File: src/rtl/mem_access_ctrl_if.sv
// ---------------------------------------------------------------------------
// mem_access_ctrl_if
// Bundles the pipeline-side fetch and load/store handshakes, the shared
// memory port and the access counters of mem_access_ctrl.
//   fetch  : if_req/if_pc in, if_valid/if_instr/if_fault/if_stall out
//   data   : dm_req/dm_we/dm_addr/dm_wdata/dm_funct3 in,
//            dm_done/dm_rdata/dm_fault/dm_stall out
//   memory : mem_clk_slow/mem_read/mem_write/mem_addr/mem_wdata/mem_funct3
//            out, mem_inst_out/mem_data_out in
//   stats  : fetch_cnt/load_cnt/store_cnt/fault_cnt out
// Modports: slave = the controller, master = pipeline plus memory around it.
// ---------------------------------------------------------------------------
interface mem_access_ctrl_if #(
    parameter int ADDR_W = 9,
    parameter int CNT_W  = 16
);
    logic              if_req;
    logic [31:0]       if_pc;
    logic              if_valid;
    logic [31:0]       if_instr;
    logic              if_fault;
    logic              if_stall;

    logic              dm_req;
    logic              dm_we;
    logic [31:0]       dm_addr;
    logic [31:0]       dm_wdata;
    logic [2:0]        dm_funct3;
    logic              dm_done;
    logic [31:0]       dm_rdata;
    logic              dm_fault;
    logic              dm_stall;

    logic              mem_clk_slow;
    logic              mem_read;
    logic              mem_write;
    logic [ADDR_W-1:0] mem_addr;
    logic [31:0]       mem_wdata;
    logic [2:0]        mem_funct3;
    logic [31:0]       mem_inst_out;
    logic [31:0]       mem_data_out;

    logic [CNT_W-1:0]  fetch_cnt;
    logic [CNT_W-1:0]  load_cnt;
    logic [CNT_W-1:0]  store_cnt;
    logic [CNT_W-1:0]  fault_cnt;

    modport slave (
        input  if_req, if_pc, dm_req, dm_we, dm_addr, dm_wdata, dm_funct3,
               mem_inst_out, mem_data_out,
        output if_valid, if_instr, if_fault, if_stall,
               dm_done, dm_rdata, dm_fault, dm_stall,
               mem_clk_slow, mem_read, mem_write, mem_addr, mem_wdata, mem_funct3,
               fetch_cnt, load_cnt, store_cnt, fault_cnt
    );

    modport master (
        output if_req, if_pc, dm_req, dm_we, dm_addr, dm_wdata, dm_funct3,
               mem_inst_out, mem_data_out,
        input  if_valid, if_instr, if_fault, if_stall,
               dm_done, dm_rdata, dm_fault, dm_stall,
               mem_clk_slow, mem_read, mem_write, mem_addr, mem_wdata, mem_funct3,
               fetch_cnt, load_cnt, store_cnt, fault_cnt
    );
endinterface

File: src/rtl/mem_access_ctrl.sv
// ---------------------------------------------------------------------------
// mem_access_ctrl
// Single-port initiator for the 512-byte unified instruction/data memory.
// A free-running phase register alternates FETCH and DATA cycles; the memory
// port is steered combinationally by the current phase and the results are
// registered back to the pipeline as one-cycle valid/done pulses. Illegal
// alignment, range or funct3 are caught here so the memory never sees a
// strobe for them. Four saturating counters track activity.
// Ports:
//   clk  - system clock
//   rst  - asynchronous active-high reset
//   bus  - mem_access_ctrl_if.slave (fetch, data, memory and counter signals)
// ---------------------------------------------------------------------------
module mem_access_ctrl #(
    parameter int ADDR_W = 9,
    parameter int CNT_W  = 16
) (
    input  logic               clk,
    input  logic               rst,
    mem_access_ctrl_if.slave   bus
);

    typedef enum logic {FETCH = 1'b0, DATA = 1'b1} phase_t;

    localparam logic [31:0] NOP      = 32'h0000_0033;
    // Highest legal fetch pc is the last aligned word below the top.
    localparam logic [31:0] PC_LIMIT = (32'd1 << ADDR_W) - 32'd3;
    localparam logic [32:0] MEM_SIZE = 33'd1 << ADDR_W;

    phase_t            phase_reg, phase_next;

    logic              if_valid_reg, if_fault_reg;
    logic [31:0]       if_instr_reg;
    logic              dm_done_reg, dm_fault_reg;
    logic [31:0]       dm_rdata_reg;
    logic [CNT_W-1:0]  fetch_cnt_reg, load_cnt_reg, store_cnt_reg, fault_cnt_reg;

    logic              if_bad;
    logic              dm_bad;
    logic [32:0]       dm_last;

    function automatic logic [CNT_W-1:0] sat_inc(input logic [CNT_W-1:0] v);
        return (v == {CNT_W{1'b1}}) ? v : v + 1'b1;
    endfunction

    assign if_bad = (bus.if_pc[1:0] != 2'b00) || (bus.if_pc >= PC_LIMIT);

    // Data legality: funct3 set depends on direction, alignment on size, and
    // the last byte touched must stay inside the memory.
    always_comb begin
        dm_bad  = 1'b0;
        dm_last = {1'b0, bus.dm_addr};
        case (bus.dm_funct3[1:0])
            2'b01:   dm_last = {1'b0, bus.dm_addr} + 33'd1;
            2'b10:   dm_last = {1'b0, bus.dm_addr} + 33'd3;
            default: dm_last = {1'b0, bus.dm_addr};
        endcase
        if (bus.dm_we) begin
            if (bus.dm_funct3[2] || (bus.dm_funct3[1:0] == 2'b11))
                dm_bad = 1'b1;
        end else begin
            if ((bus.dm_funct3 == 3'b011) || (bus.dm_funct3[2:1] == 2'b11))
                dm_bad = 1'b1;
        end
        if ((bus.dm_funct3[1:0] == 2'b01) && bus.dm_addr[0])
            dm_bad = 1'b1;
        if ((bus.dm_funct3[1:0] == 2'b10) && (bus.dm_addr[1:0] != 2'b00))
            dm_bad = 1'b1;
        if (dm_last >= MEM_SIZE)
            dm_bad = 1'b1;
    end

    always_ff @(posedge clk or posedge rst) begin
        if (rst)
            phase_reg <= FETCH;
        else
            phase_reg <= phase_next;
    end

    // Next phase and memory-port steering.
    always_comb begin
        phase_next       = (phase_reg == FETCH) ? DATA : FETCH;
        bus.mem_clk_slow = 1'b0;
        bus.mem_read     = 1'b0;
        bus.mem_write    = 1'b0;
        bus.mem_addr     = '0;
        bus.mem_wdata    = '0;
        bus.mem_funct3   = '0;
        if (phase_reg == FETCH) begin
            bus.mem_clk_slow = 1'b1;
            bus.mem_addr     = bus.if_pc[ADDR_W-1:0];
        end else begin
            bus.mem_addr   = bus.dm_addr[ADDR_W-1:0];
            bus.mem_wdata  = bus.dm_wdata;
            bus.mem_funct3 = bus.dm_funct3;
            if (bus.dm_req && !dm_bad) begin
                bus.mem_read  = !bus.dm_we;
                bus.mem_write = bus.dm_we;
            end
        end
    end

    always_ff @(posedge clk or posedge rst) begin
        if (rst) begin
            if_valid_reg  <= 1'b0;
            if_fault_reg  <= 1'b0;
            if_instr_reg  <= NOP;
            dm_done_reg   <= 1'b0;
            dm_fault_reg  <= 1'b0;
            dm_rdata_reg  <= '0;
            fetch_cnt_reg <= '0;
            load_cnt_reg  <= '0;
            store_cnt_reg <= '0;
            fault_cnt_reg <= '0;
        end else begin
            // Pulses last one cycle unless re-armed below.
            if_valid_reg <= 1'b0;
            if_fault_reg <= 1'b0;
            dm_done_reg  <= 1'b0;
            dm_fault_reg <= 1'b0;
            if (phase_reg == FETCH) begin
                if (bus.if_req) begin
                    if_valid_reg <= 1'b1;
                    if (if_bad) begin
                        if_fault_reg  <= 1'b1;
                        if_instr_reg  <= NOP;
                        fault_cnt_reg <= sat_inc(fault_cnt_reg);
                    end else begin
                        if_instr_reg  <= bus.mem_inst_out;
                        fetch_cnt_reg <= sat_inc(fetch_cnt_reg);
                    end
                end
            end else if (bus.dm_req) begin
                dm_done_reg <= 1'b1;
                if (dm_bad) begin
                    dm_fault_reg  <= 1'b1;
                    dm_rdata_reg  <= '0;
                    fault_cnt_reg <= sat_inc(fault_cnt_reg);
                end else if (bus.dm_we) begin
                    dm_rdata_reg  <= '0;
                    store_cnt_reg <= sat_inc(store_cnt_reg);
                end else begin
                    dm_rdata_reg <= bus.mem_data_out;
                    load_cnt_reg <= sat_inc(load_cnt_reg);
                end
            end
        end
    end

    assign bus.if_valid  = if_valid_reg;
    assign bus.if_fault  = if_fault_reg;
    assign bus.if_instr  = if_instr_reg;
    assign bus.if_stall  = bus.if_req && (phase_reg == DATA);
    assign bus.dm_done   = dm_done_reg;
    assign bus.dm_fault  = dm_fault_reg;
    assign bus.dm_rdata  = dm_rdata_reg;
    assign bus.dm_stall  = bus.dm_req && (phase_reg == FETCH);
    assign bus.fetch_cnt = fetch_cnt_reg;
    assign bus.load_cnt  = load_cnt_reg;
    assign bus.store_cnt = store_cnt_reg;
    assign bus.fault_cnt = fault_cnt_reg;

endmodule

File: src/flat_wrapper.sv
// flat-port wrapper written by rule: the top's interface ports become plain ports
module mem_access_ctrl_flat 
#(
    parameter int ADDR_W = 9,
    parameter int CNT_W  = 16
)
  (clk, rst, bus_if_req, bus_if_pc, bus_dm_req, bus_dm_we, bus_dm_addr, bus_dm_wdata, bus_dm_funct3, bus_mem_inst_out, bus_mem_data_out, bus_if_valid, bus_if_instr, bus_if_fault, bus_if_stall, bus_dm_done, bus_dm_rdata, bus_dm_fault, bus_dm_stall, bus_mem_clk_slow, bus_mem_read, bus_mem_write, bus_mem_addr, bus_mem_wdata, bus_mem_funct3, bus_fetch_cnt, bus_load_cnt, bus_store_cnt, bus_fault_cnt);
  mem_access_ctrl_if #(.ADDR_W(ADDR_W), .CNT_W(CNT_W)) bus_i ();
  input  logic clk;
  input  logic rst;
  input wire logic [$bits(bus_i.if_req)-1:0] bus_if_req;
  input wire logic [$bits(bus_i.if_pc)-1:0] bus_if_pc;
  input wire logic [$bits(bus_i.dm_req)-1:0] bus_dm_req;
  input wire logic [$bits(bus_i.dm_we)-1:0] bus_dm_we;
  input wire logic [$bits(bus_i.dm_addr)-1:0] bus_dm_addr;
  input wire logic [$bits(bus_i.dm_wdata)-1:0] bus_dm_wdata;
  input wire logic [$bits(bus_i.dm_funct3)-1:0] bus_dm_funct3;
  input wire logic [$bits(bus_i.mem_inst_out)-1:0] bus_mem_inst_out;
  input wire logic [$bits(bus_i.mem_data_out)-1:0] bus_mem_data_out;
  output wire logic [$bits(bus_i.if_valid)-1:0] bus_if_valid;
  output wire logic [$bits(bus_i.if_instr)-1:0] bus_if_instr;
  output wire logic [$bits(bus_i.if_fault)-1:0] bus_if_fault;
  output wire logic [$bits(bus_i.if_stall)-1:0] bus_if_stall;
  output wire logic [$bits(bus_i.dm_done)-1:0] bus_dm_done;
  output wire logic [$bits(bus_i.dm_rdata)-1:0] bus_dm_rdata;
  output wire logic [$bits(bus_i.dm_fault)-1:0] bus_dm_fault;
  output wire logic [$bits(bus_i.dm_stall)-1:0] bus_dm_stall;
  output wire logic [$bits(bus_i.mem_clk_slow)-1:0] bus_mem_clk_slow;
  output wire logic [$bits(bus_i.mem_read)-1:0] bus_mem_read;
  output wire logic [$bits(bus_i.mem_write)-1:0] bus_mem_write;
  output wire logic [$bits(bus_i.mem_addr)-1:0] bus_mem_addr;
  output wire logic [$bits(bus_i.mem_wdata)-1:0] bus_mem_wdata;
  output wire logic [$bits(bus_i.mem_funct3)-1:0] bus_mem_funct3;
  output wire logic [$bits(bus_i.fetch_cnt)-1:0] bus_fetch_cnt;
  output wire logic [$bits(bus_i.load_cnt)-1:0] bus_load_cnt;
  output wire logic [$bits(bus_i.store_cnt)-1:0] bus_store_cnt;
  output wire logic [$bits(bus_i.fault_cnt)-1:0] bus_fault_cnt;
  assign bus_i.if_req = bus_if_req;
  assign bus_i.if_pc = bus_if_pc;
  assign bus_i.dm_req = bus_dm_req;
  assign bus_i.dm_we = bus_dm_we;
  assign bus_i.dm_addr = bus_dm_addr;
  assign bus_i.dm_wdata = bus_dm_wdata;
  assign bus_i.dm_funct3 = bus_dm_funct3;
  assign bus_i.mem_inst_out = bus_mem_inst_out;
  assign bus_i.mem_data_out = bus_mem_data_out;
  assign bus_if_valid = bus_i.if_valid;
  assign bus_if_instr = bus_i.if_instr;
  assign bus_if_fault = bus_i.if_fault;
  assign bus_if_stall = bus_i.if_stall;
  assign bus_dm_done = bus_i.dm_done;
  assign bus_dm_rdata = bus_i.dm_rdata;
  assign bus_dm_fault = bus_i.dm_fault;
  assign bus_dm_stall = bus_i.dm_stall;
  assign bus_mem_clk_slow = bus_i.mem_clk_slow;
  assign bus_mem_read = bus_i.mem_read;
  assign bus_mem_write = bus_i.mem_write;
  assign bus_mem_addr = bus_i.mem_addr;
  assign bus_mem_wdata = bus_i.mem_wdata;
  assign bus_mem_funct3 = bus_i.mem_funct3;
  assign bus_fetch_cnt = bus_i.fetch_cnt;
  assign bus_load_cnt = bus_i.load_cnt;
  assign bus_store_cnt = bus_i.store_cnt;
  assign bus_fault_cnt = bus_i.fault_cnt;
  mem_access_ctrl #(.ADDR_W(ADDR_W), .CNT_W(CNT_W)) u_core (.clk(clk), .rst(rst), .bus(bus_i));
endmodule
File: config.mk
export PLATFORM = sky130hd
export DESIGN_NAME = mem_access_ctrl_flat
export DESIGN_NICKNAME = d
export VERILOG_FILES = /design/src/rtl/mem_access_ctrl_if.sv /design/src/rtl/mem_access_ctrl.sv /design/src/flat_wrapper.sv
export SDC_FILE = /design/constraint.sdc
export NUM_CORES = 1
export LEC_CHECK = 0
export BUFFER_PORTS_ARGS = -buffer_cell sky130_fd_sc_hd__clkbuf_2
export CORE_ASPECT_RATIO = 0.9
export CORE_MARGIN = 4
export CORE_UTILIZATION = 40
export DETAILED_ROUTE_END_ITERATION = 8
export PLACE_DENSITY = 0.72
export SLEW_MARGIN = 20
export SYNTH_ARGS = -nofsm -noshare
export SYNTH_HDL_FRONTEND = slang
export SYNTH_SLANG_ARGS = --single-unit
export TNS_END_PERCENT = 30
File: constraint.sdc
create_clock -name clk -period 11.9 [get_ports clk]
set_input_delay 1.19 -clock clk [delete_from_list [all_inputs] [get_ports clk]]
set_output_delay 1.19 -clock clk [all_outputs]
set_load 0.01 [all_outputs]
==> results of run 1 <==
==> final cells by class <==
type	count	area [sq um]
Sequential cell	133	3330
Inverter	17	68.8
Clock inverter	15	195
Timing Repair Buffer	354	1790
Tap cell	211	264
Clock buffer	17	425
Fill cell	1548	7460
Multi-Input combinational cell	509	3300
==> worst max path at each step <==
stage / start / end / slack (ps) / depth (start not counted)
CTS: bus_dm_funct3[0] / bus_mem_write / 6610 / 11
finish: bus_dm_funct3[0] / bus_mem_write / 6590 / 11
global placement: bus_dm_funct3[0] / bus_mem_write / 6680 / 11
floorplan: bus_dm_funct3[0] / bus_mem_read / 6930 / 10
global route: bus_dm_funct3[0] / bus_mem_write / 6330 / 11
detailed placement: bus_dm_funct3[0] / bus_mem_write / 6610 / 11
==> placed cells by master, fill, tap and decap left out, types with 11 or more instances in the layout <==
master,n
nor2_1,37
inv_1,15
and3_1,17
clkbuf_2,348
xnor2_1,11
and2_1,36
nand2_1,99
a211oi_1,16
nand3_1,61
xor2_1,51
nor3_1,23
dfrtp_1,129
clkbuf_16,17
a22o_1,32
nand4_1,16
mux2_2,12
==> power by group <==
group | total (mW) | switching [mW] | internal [mW]
sequential | 0.478 | 0.0135 | 0.464
clock | 0.549 | 0.213 | 0.336
combinational | 0.123 | 0.0685 | 0.0546
total | 1.15 | 0.295 | 0.855
==> cells by family (layout without fill, tap and decap cells) <==
kind of cell | count (synthesis) | count (layout)
AO/OA/AOI/OAI | 84 | 84
XOR/XNOR | 62 | 62
adder cells (fa/ha/maj) | 9 | 9
buffers and inverters | 46 | 403
flip-flops | 133 | 133
multiplexers | 16 | 16
AND/OR/NAND/NOR | 338 | 338
==> routing by layer <==
layer	wire (um)	vias up	part of all wire, %
met5	13	-	0.060
met4	217	2	1.0
met3	1470	18	6.8
met2	9920	220	46
met1	9960	3184	46
li1	-	3141	-
==> worst max-delay path: cells and delay by family <==
kind,cells,cell delay (ps)
simple gates,5,1550
buf+inv,3,350
fa+ha+maj,1,310
compound gates,1,560
mux,1,160
==> through the flow <==
stage	hold slack, ps	area (sq um)	instances	setup slack [ps]	power [mW]
global route	494	9380	1256	6330	1.20
detailed placement	455	8750	1224	6610	0.609
global placement	449	8750	1224	6680	0.608
CTS	469	9370	1256	6610	1.16
floorplan	506	6830	688	6930	0.541
finish	464	9380	1256	6590	1.15
==> summary.md, run 1 <==
* dfrtp_1 — dominant register cell in the synthesized netlist
* 0 — post-route DRC violation count
* 4120 ps — data arrival time at the worst-slack endpoint
* 0 — antenna-violating nets left
* 26.4% — fraction of the mapped netlist area in simple logic gates
* 688 — cells after synthesis
* u_core.phase_reg — worst r2r src
* 59 — number of distinct library cells after synthesis
* flip-flop to flip-flop — Hold Path Class
* 0 — count of hold buffers inserted by post-cts repair
* 865 — net count of the mapped netlist
* 60 ps — clock slew seen by the registers of the worst setup and hold paths
* 129 x dfrtp_1, 99 x nand2_1, 61 x nand3_1 — top post-synthesis cells by count
* completed — result of the run
* 16500 um — HPWL after detailed placement
* a2111oi_2 — slowest stage cell, crit path
* 7.95% — XOR/XNOR share of the synthesized area
* 9 — largest fanout of any net on the critical path
* 44.7% — period utilization
* 349 — I/O pin cnt
* 560 ps — largest stage delay on the critical path
* 17.2 um — average detailed-routed wire length per instance
* 9.62% — complex-gate fraction of the synthesized area
* 5310 ps — post-layout minimum cycle time
* 10710 ps — endpoint required time on the critical path
* 34300 um — global-route wire length before repair
* 100% — Async S/R FF share, synth
* 2 — hold path cells
* 45 — row count
* clkbuf_2 — cell occurring most often along the worst timing path
* 21.9% — Total Routing Usage GR
* dfrtp_1 — leading area contributor after synthesis
* 0 — max-slew violation total from the final report
* 188 MHz — highest attainable clock frequency
* 0.0168 sq mm — standard cell core area
* 6565 — total via count in the routed design
* 17 — TritonCTS Buffers
* 0 — Antenna diodes
* 70 — maximum number of pins on one net before global-route repair
* 1000 ps — Tightest Pin Transition
* 1.76% — fraction of the mapped netlist area in adder cells
* clkbuf_16 — library cell used as clock root buffer
* 1 — number of antenna violations at the first check in global routing
* 133 — count of state elements after synthesis
* dfrtp_1 — most frequent cell after synthesis
* 4 — maximum level of the CTS H-tree
* u_core.bus.if_instr[19] — Endpoint, Worst Hold
* 482 — initial detailed-routing violation count
* 47.3% — portion of synthesized cell area occupied by the leading cell type
* no — RSZ-0062 raised after global routing
* 33.5% — routing usage on met2
* primary input — kind of start point of the critical path
* 0.0192 sq mm — die area
* 133 — clock net sink count
* 5 — number of iterations in the first detailed-routing pass
* 31.4% — met1 Resource Use GR
* 0.00683 sq mm — Mapped Area
* 8 — number of cell instances on the worst register-to-register path
* 8360 ps — register-to-register setup slack
* met2 — highest-utilization routing layer at the global route stage
* simple AND/OR/NAND/NOR gates — largest family of logic cells by synthesized area
* 5.23 — post-detailed-route via-to-cell ratio
* 123 mW/mm^2 — pwr/cell area
* 40.6% — starting density of the core
* dfrtp_1 47%, xor2_1 6.5%, nand2_1 5.4%, nand3_1 4.5%, a22o_1 4.1% — cell types with the largest area share after synthesis
* 410 ps — clock insertion delay at the later pin of the skew report
* 0.913 — final weighted congestion in routability-driven placement
* 0 ps — total negative slack for setup checks
* 0 — Setup Buffers After CTS
* 9.01 ps — Clock Skews
* u_core.bus.if_instr[19] — Hold Crit Start
* 348 — IO buf count
* 0 — count of instances resized after the clock tree is built
* output pin — critical path capture point type
* 48.8% — share of the yosys chip area belonging to registers
* 2.56% — post-synthesis mux area share
* 55.7% — final cell utilization of the core
* done — TritonCTS clock tree
* 9.93 sq um — mean area per synthesized cell
* primary input to output pin — critical path class
* 0 — Max Cap Violations
* 40.4% — share of post-route cells with drive strength above 1
* 21600 um — final wirelength
* 6185 — number of global-route vias before repair
* 0 — number of enable-type register cells in the synthesized netlist
* 0 — warning count from the yosys run
* 0 — total of endpoints with negative setup slack in the final report
* 1209 — number of nets in the finished design
* 0 — Hold Violations, Final
* 132 um — height of the chip
* 32.8% — worst slew margin relative to its limit
* 146 um — Horiz. Die Dim
* 37.3% — area growth from synthesis to layout
* u_core.bus.fault_cnt[1] — critical register-to-register path endpoint
* 0.100 mV — worst-case vdd ir drop
* 5.21 nW — Static Leak
* clkbuf_2, inv_1, ha_1, nand4b_1, nor2_1, nand3_1, mux2i_1, a2111oi_2, nand2_1, nor4_1, clkbuf_2 — crit path cell chain
* 2 — maximum root-to-sink buffer count
* 6.22% — met3 Track Usage GR
* 0 — total gr overflow
No activity file was read; power rests on OpenSTA's default activity.
==> run 2, diff against run 1 <==
PLACE_DENSITY = 0.75   (was 0.72)
clock period = 4.5 ns   (was 11.9 ns; I/O delays follow)
==> run 2 against run 1 <==
Via count fell by 0.56%. Critical path depth unchanged. Utilization about the same. Count of clock-buffer cells in the layout grew 2. Critical path type unchanged.
==> summary.md, run 2 (synthesized netlist as in run 1, its figures left out) <==
* 9500 um — sum of routed wire segments on met1
* 240 MHz — highest attainable clock frequency
* 25.6% — Net Sw Frac
* clkbuf_2 — commonest non-fill, non-tap cell in the layout
* completed — result of the run
* 348 x clkbuf_2, 129 x dfrtp_1, 99 x nand2_1, 61 x nand3_1, 51 x xor2_1 — most used cells in the layout excluding fill and tap cells
* 9 — largest fanout of any net on the critical path
* 9.59 ps — Clock Skews
* 17 — TritonCTS Buffers
* 0.254 mV — worst-case vdd ir drop
* 45 — row count
* 133 — clock net sink count
* 5.22 nW — Static Leak
* clkbuf_2 — cell occurring most often along the worst timing path
* 5.18 — post-detailed-route via-to-cell ratio
* 0 — total of endpoints with negative setup slack in the final report
* met4 — highest metal layer with signal wires
* 6059 — number of global-route vias before repair
* 1540 um — amount of wire on met3 after detailed routing
* 36.2% — worst slew margin relative to its limit
* 0 — antenna-violating nets left
* 600 ps — largest stage delay on the critical path
* 0 — max-slew violation total from the final report
* 0 — Hold Violations, Final
* 42.5% — share of total power in sequential cells
* 2.21 mW — Power Internal
* 0 ps — total negative slack for setup checks
* output pin — critical path capture point type
* bus_mem_write — capturing element of the worst setup path
* 448 — initial detailed-routing violation count
* 60 ps — clock slew seen by the registers of the worst setup and hold paths
* 21.4% — Total Routing Usage GR
* 40.6% — starting density of the core
* 348 — IO buf count
* 33300 um — global-route wire length before repair
* done — TritonCTS clock tree
* 0 — Antenna diodes
* bus_dm_funct3[0] — Worst setup startpoint
* 4050 ps — endpoint required time on the critical path
* 0 — total gr overflow
* 0 — number of antenna violations at the first check in global routing
* no — RSZ-0062 raised after global routing
* u_core.bus.fault_cnt[1] — critical register-to-register path endpoint
* 92.7% — period utilization
* 1214 — number of nets in the finished design
* 0.0168 sq mm — standard cell core area
* 146 um — Horiz. Die Dim
* 317 mW/mm^2 — pwr/cell area
* 0.759 mW — switching component of the power
* 0 — Max Cap Violations
* 7 — number of cell instances on the worst register-to-register path
* 3720 ps — data arrival time at the worst-slack endpoint
* 0 — Setup Buffers After CTS
* 327 ps — minimum setup slack in the final design
* 0 — post-route DRC violation count
* 4170 ps — post-layout minimum cycle time
* 16.9 um — average detailed-routed wire length per instance
* 55.7% — final cell utilization of the core
* 40.5% — share of post-route cells with drive strength above 1
* 2.97 mW — total power
* 21300 um — final wirelength
* 410 ps — clock insertion delay at the later pin of the skew report
* clkbuf_2, inv_1, ha_1, nand4b_1, nor2_1, nand3_1, mux2i_1, a2111oi_2, nand2_1, nor4_1, clkbuf_2 — crit path cell chain
* 5 — number of iterations in the first detailed-routing pass
* 349 — I/O pin cnt
* primary input to output pin — critical path class
* 100 — maximum number of pins on one net before global-route repair
* 0.0192 sq mm — die area
* primary input to async pin — Hold Path Class
* 46.5% — clock share of power
* 397 ps — dpl ws
* 207 ps — final hold slack
* 0.973 — final weighted congestion in routability-driven placement
* 6528 — total via count in the routed design
* 1525 — fillcell total
* 16600 um — HPWL after detailed placement
* a2111oi_2 — slowest stage cell, crit path
* 10.9% — combinational fraction of design power
* 132 um — height of the chip
* 954 ps — Tightest Pin Transition
* primary input — kind of start point of the critical path
* u_core.bus.fault_cnt[2] — worst r2r src
* 9820 um — length of routed met2 wiring
* 4 — maximum level of the CTS H-tree
* 0 — count of hold buffers inserted by post-cts repair
* 37.3% — area growth from synthesis to layout
* clkbuf_16 — library cell used as clock root buffer
* 1860 ps — register-to-register setup slack
* 2 — maximum root-to-sink buffer count
* 0 — count of instances resized after the clock tree is built
==> run 2: how the worst min path moves through the flow <==
stage / from / endpoint / depth (start not counted)
2_1_floorplan: u_core.bus.if_instr[0] / u_core.bus.if_instr[0] / 2
3_3_place_gp: u_core.bus.if_instr[30] / u_core.bus.if_instr[30] / 2
3_5_place_dp: u_core.bus.if_instr[24] / u_core.bus.if_instr[24] / 2
4_1_cts: bus_mem_inst_out[27] / u_core.bus.if_instr[27] / 3
5_1_grt: bus_mem_inst_out[21] / u_core.bus.if_instr[21] / 3
6_report: rst / u_core.bus.fault_cnt[7] / 2
==> run 2: worst max-delay path, delay by kind of cell <==
family	cells	cell delay [ps]
and+or+nand+nor	5	1750
muxes	1	170
buffers and inverters	3	400
adders and majority gates	1	330
AOI/OAI and AO/OA	1	600
==> run 2: per-layer routing <==
metal	up-vias	track usage (%)
met1	3090	30.5
met3	34	5.09
met5	-	0
met4	0	6.86
met2	252	32.4
li1	3152	-
==> run 2: per-stage QoR <==
| step | instance area (sq um) | cells |
|---|---|---|
| after CTS | 9380 | 1261 |
| after floorplan | 6830 | 688 |
| after global placement | 8790 | 1229 |
| after detailed placement | 8790 | 1229 |
| final | 9380 | 1261 |
| after global routing | 9380 | 1261 |
==> run 2: power by group through the flow <==
stage                     clock network, mW  registers [mW]  logic (mW)
after global routing                   1.47            1.27       0.359
after global placement                    0            1.28       0.321
after CTS                              1.42            1.26       0.327
final                                  1.38            1.26       0.325
after floorplan                           0            1.29       0.140
after detailed placement                  0            1.28       0.326
==> run 2: layout make-up <==
type / instances / area (sq um) / share of cell area, %
multi-input cells: 509 / 3300 / 35.2
repair buffers: 359 / 1820 / 19.5
flip-flops and latches: 133 / 3330 / 35.5
inverters: 17 / 68.8 / 0.734
clock inverters: 13 / 146 / 1.56
clock buffers: 19 / 443 / 4.72
well taps: 211 / 264 / 2.81
